## src/rtl/uart_rx_sampler.sv

```systemverilog
// uart_rx_sampler: 8N1 UART receiver driven by a 16x oversampling strobe.
// Synchronises rx, centre-samples start/data/stop and holds the last good byte.
module uart_rx_sampler #(
    parameter int DATA_BITS  = 8,
    parameter int OVERSAMPLE = 16
) (
    input  logic                 clk,
    input  logic                 rst_n,
    input  logic                 rx_en,
    input  logic                 rx,
    input  logic                 rdy_clr,
    output logic [DATA_BITS-1:0] data,
    output logic                 rdy,
    output logic                 ferr,
    output logic                 overrun
);

    localparam int SW = $clog2(OVERSAMPLE);
    localparam int BW = (DATA_BITS > 1) ? $clog2(DATA_BITS) : 1;

    localparam logic [SW-1:0] HALF_LAST = SW'(OVERSAMPLE / 2 - 1);
    localparam logic [SW-1:0] FULL_LAST = SW'(OVERSAMPLE - 1);
    localparam logic [BW-1:0] LAST_BIT  = BW'(DATA_BITS - 1);

    typedef enum logic [1:0] {
        S_IDLE,
        S_START,
        S_DATA,
        S_STOP
    } state_t;

    state_t               state;
    logic [SW-1:0]        smp_cnt;
    logic [BW-1:0]        bit_idx;
    logic [DATA_BITS-1:0] shreg;
    logic                 rx_meta;
    logic                 rx_s;

    // Idle-high synchroniser so reset never looks like a start bit.
    always_ff @(posedge clk or negedge rst_n) begin
        if (!rst_n) begin
            rx_meta <= 1'b1;
            rx_s    <= 1'b1;
        end else begin
            rx_meta <= rx;
            rx_s    <= rx_meta;
        end
    end

    always_ff @(posedge clk or negedge rst_n) begin
        if (!rst_n) begin
            state   <= S_IDLE;
            smp_cnt <= '0;
            bit_idx <= '0;
            shreg   <= '0;
            data    <= '0;
            rdy     <= 1'b0;
            ferr    <= 1'b0;
            overrun <= 1'b0;
        end else begin
            if (rdy_clr) begin
                rdy     <= 1'b0;
                overrun <= 1'b0;
            end
            if (rx_en) begin
                unique case (state)
                    S_IDLE: begin
                        if (!rx_s) begin
                            state   <= S_START;
                            smp_cnt <= '0;
                        end
                    end
                    S_START: begin
                        if (smp_cnt == HALF_LAST) begin
                            if (!rx_s) begin
                                state   <= S_DATA;
                                smp_cnt <= '0;
                                bit_idx <= '0;
                            end else begin
                                state <= S_IDLE;
                            end
                        end else begin
                            smp_cnt <= smp_cnt + 1'b1;
                        end
                    end
                    S_DATA: begin
                        if (smp_cnt == FULL_LAST) begin
                            shreg[bit_idx] <= rx_s;
                            smp_cnt        <= '0;
                            if (bit_idx == LAST_BIT) begin
                                state <= S_STOP;
                            end else begin
                                bit_idx <= bit_idx + 1'b1;
                            end
                        end else begin
                            smp_cnt <= smp_cnt + 1'b1;
                        end
                    end
                    S_STOP: begin
                        if (smp_cnt == FULL_LAST) begin
                            state   <= S_IDLE;
                            smp_cnt <= '0;
                            // A completing good frame overrides a same-cycle clear.
                            if (rx_s) begin
                                data <= shreg;
                                rdy  <= 1'b1;
                                ferr <= 1'b0;
                                if (rdy && !rdy_clr) begin
                                    overrun <= 1'b1;
                                end
                            end else begin
                                ferr <= 1'b1;
                            end
                        end else begin
                            smp_cnt <= smp_cnt + 1'b1;
                        end
                    end
                    default: state <= S_IDLE;
                endcase
            end
        end
    end

endmodule

```

## config.mk

```make
export PLATFORM = sky130hd
export DESIGN_NAME = uart_rx_sampler
export DESIGN_NICKNAME = d
export VERILOG_FILES = /design/src/rtl/uart_rx_sampler.sv
export SDC_FILE = /design/constraint.sdc
export NUM_CORES = 1
export LEC_CHECK = 0
export ABC_AREA = 0
export ABC_CLOCK_PERIOD_IN_PS = 2100
export CAP_MARGIN = 25
export CORE_MARGIN = 2
export CORE_UTILIZATION = 61
export CTS_CLUSTER_DIAMETER = 150
export DETAILED_ROUTE_END_ITERATION = 16
export DONT_BUFFER_PORTS = 1
export PLACE_DENSITY = 0.82
export SLEW_MARGIN = 5
export SYNTH_ARGS = -nofsm -noshare
export SYNTH_HDL_FRONTEND = slang
export SYNTH_SLANG_ARGS = --single-unit
```

## constraint.sdc

```tcl
create_clock -name clk -period 2.1 [get_ports clk]
set_clock_uncertainty 0.1 [all_clocks]
set_input_delay 0.63 -clock clk [delete_from_list [all_inputs] [get_ports clk]]
set_output_delay 0.63 -clock clk [all_outputs]
set_load 0.02 [all_outputs]
```

==> results.cfg, run 1 <==
[drt]
route.final.wire_length_mm = 2.887
routed-via-count = 1041
final_antenna_net_count = 0
iteration_0_drc_count_of_the_detailed_router = 16
firstDrtPassIters = 4
post_drt_via_cell_ratio = 6.466
detail_route.drc_violations = 0
routedWlPerCell_um = 17.93

[placement]
port_buffers = 0
gp_routability_congestion = 0.8534
dp_hpwl_mm = 2.025
placed_instance_area_um2 = 1504
placedCellCount = 152

[critical_path]
regToRegSetupSlack_ns = 0.12
crit_fanout = 10
r2r-end = data[1]$_DFFE_PN0P_
crit_path_start_kind = flip-flop
cp_slowest_cell = sky130_fd_sc_hd__and4_1
worstRegToRegCells = 4
critical_path_class = flip-flop to flip-flop
cp-end-kind = flip-flop
worst_path_largest_cell_delay_ns = 0.46
critical_path.cell_chain = ha_1, and4_1, nand4_4, mux2_2
worstPathArrival_ns = 2.08
worst_r2r_startpoint = smp_cnt[0]$_DFFE_PN0P_
worst-endpoint-required_ns = 2.20

[timing]
maxSlewViolCount = 0
min_period_ns = 1.982
maxClockFrequency_mhz = 504.6
worst_slew_margin_rel_pct = 72.59
timing.final.crit_share_pct = 94.37
timing.setup.tns_ns = 0
hold_ws_ns = 0.02367
finalSetupViolations = 0
worst-slew-pin-transition_ns = 0.4102
final_hold_violations = 0
grt_setup_unrepaired = false

[yosys]
yosys_register_bits = 30
ys.warnings.count = 0
synthMuxAreaShare_pct = 12.86
synth_cell_type_count = 36
netlist_instances = 129
adder_cell_share_of_the_synthesized_area_pct = 2.521
netlist_area_um2 = 1489
main_combinational_cell_family_by_area_after_synthesis = simple AND/OR/NAND/NOR gates
synth-simple-area-share_pct = 17.39
synth-xor-area-share_pct = 0.5882
syn_area_per_cell_um2 = 11.54
seq_total_area_yosys_pct = 50.59
synth_edf_count = 0
post_synthesis_compound_gate_area_fraction_pct = 11.68
yosys_most_used_dff = sky130_fd_sc_hd__dfrtp_1
async_flop_share_pct = 100.0
synth.net_count = 137

[clocking]
cts_root_buf = sky130_fd_sc_hd__clkbuf_4
tritoncts_buffers = 5
cts_buffer_depth = 2
cts.repair_timing.setup_buffer_count = 0
insertion_delay_ns = 0.31
tritoncts_clock_tree = done
clk_pin_slew_worst_paths_ns = 0.09
h_tree_level_count = 2
clock_sink_count = 30

[cells_and_area]
area.growth.synth_to_final_pct = 7.563
mostFrequentLayoutCell = sky130_fd_sc_hd__dfrtp_1
layout.area.seq_um2 = 753.2
layoutNonFillerInstCount = 161
final_cell_mix = sky130_fd_sc_hd__dfrtp_1, sky130_fd_sc_hd__mux2_2, sky130_fd_sc_hd__inv_1, sky130_fd_sc_hd__a21oi_1
fin_area_um2 = 1602
design.final.nets = 140
n_fill_cell = 168
drive_above_1_share_pct = 24.81
area_of_the_multi_input_gates_um2 = 670.6
insertedDiodeCount = 0

[global_routing]
grt_pass1_vias = 1051
grt_start_max_net_pins = 29
initial_antenna_violation_count = 0
grt_first_pass_wirelength_mm = 4.954
grt_use_total_pct = 24.73
globalRouteOverflowTotal = 0

[outcome]
run_status = finished, final reports clean

[floorplanning]
die_w_um = 53.41
die_height_um = 53.41
floorplan.die_area_um2 = 2852
fp-row-count = 17
std_cell_core_area_um2 = 2255
io_pins = 16
start_util_pct = 66.04

[pwr]
maximum_vdd_drop_mv = 0.8235
p_leak_nw = 0.7301
power_density_nw_per_um2 = 1127

[job]
cap_violations = 0

[min_path]
hold_path.class = primary input to asynchronous set/reset pin
worst max-delay path by stage:
stage / depth (start not counted) / end / start
global placement: 4 / shreg[2]$_DFFE_PN0P_ / smp_cnt[0]$_DFFE_PN0P_
CTS: 4 / data[5]$_DFFE_PN0P_ / smp_cnt[0]$_DFFE_PN0P_
global route: 4 / data[1]$_DFFE_PN0P_ / smp_cnt[0]$_DFFE_PN0P_
finish: 4 / data[1]$_DFFE_PN0P_ / smp_cnt[0]$_DFFE_PN0P_
detailed placement: 4 / data[5]$_DFFE_PN0P_ / smp_cnt[0]$_DFFE_PN0P_
floorplan: 5 / data[0]$_DFFE_PN0P_ / rx_en
Yosys cell counts, types with 3 or more instances:
master                      n  area share [%]
sky130_fd_sc_hd__mux2_2    17              13
sky130_fd_sc_hd__nand3b_1   4             2.0
sky130_fd_sc_hd__nor2_1     3            0.76
sky130_fd_sc_hd__nand2_1    3            0.76
sky130_fd_sc_hd__ha_1       3             2.5
sky130_fd_sc_hd__dfrtp_1   28              47
sky130_fd_sc_hd__inv_1      8             2.0
sky130_fd_sc_hd__a21oi_1    7             2.4
sky130_fd_sc_hd__and4_1     4             2.4
sky130_fd_sc_hd__buf_2      4             1.3
sky130_fd_sc_hd__nor4_1     4             1.7
sky130_fd_sc_hd__o211ai_1   5             2.5
sky130_fd_sc_hd__nand4_1    5             2.1
sky130_fd_sc_hd__nand3_1    3             1.0
sequential cells by signal (all words and copies together), names as in the netlist, named ones only:
signal and cells:
ferr 1, overrun 1, bit_idx 3, rx_s 1, state 1, data 8
shreg 8, rx_meta 1, rdy 1, smp_cnt 4
cell type report:
type / instances / share of cell area, %
Multi-Input combinational cell: 84 / 41.87
Sequential cell: 30 / 47.03
Tap cell: 28 / 2.187
Timing Repair Buffer: 3 / 2.187
Clock buffer: 5 / 2.344
Clock inverter: 3 / 2.500
Inverter: 8 / 1.875
per-stage QoR:
| stage | total power [mW] | util, % | setup slack, ns |
|---|---|---|---|
| after floorplan | 1.225 | - | 0.2865 |
| after global placement | 1.310 | 66.70 | 0.2374 |
| after detailed placement | 1.350 | 66.70 | 0.1701 |
| after CTS | 1.808 | 71.03 | 0.1368 |
| after global routing | 1.926 | 71.03 | 0.006913 |
| final | 1.806 | 71.03 | 0.1181 |
critical path, delay by kind of cell, from the launching register on:
kind / cells / cell delay [ns]
fa+ha+maj: 1 / 0.30
flops: 1 / 0.43
simple gates: 2 / 0.70
mux: 1 / 0.34
routing by layer:
metal	vias up	routed length (um)	global-route usage, %
li1	495	-	-
met1	511	1198	30.36
met2	30	1498	42.18
met3	5	167	7.910
met4	0	23	5.128
met5	-	0	0
where the power goes:
group	total, mW	internal, mW	switching [mW]
Clock	0.439	0.246	0.193
Combinational	0.519	0.243	0.276
Sequential	0.847	0.670	0.177
cells by family after synthesis:
group / after synthesis
AOI/OAI and AO/OA: 25
xor gates and xnor gates: 1
adders and majority gates: 3
buffers and inverters: 15
DFF: 30
muxes: 17
and+or+nand+nor: 38
timing repair:
item | CTS | global route
hold endpoints to repair | 28 | 0
hold buffers | 1 | 0
gates resized for setup | 0 | 0
No activity file was read; power rests on OpenSTA's default activity.
==> run 2, diff against run 1 <==
GPL_ROUTABILITY_DRIVEN = 0   (was default)
==> results of run 2 <==
Final layout, timing and power as in run 1 (identical DEF).
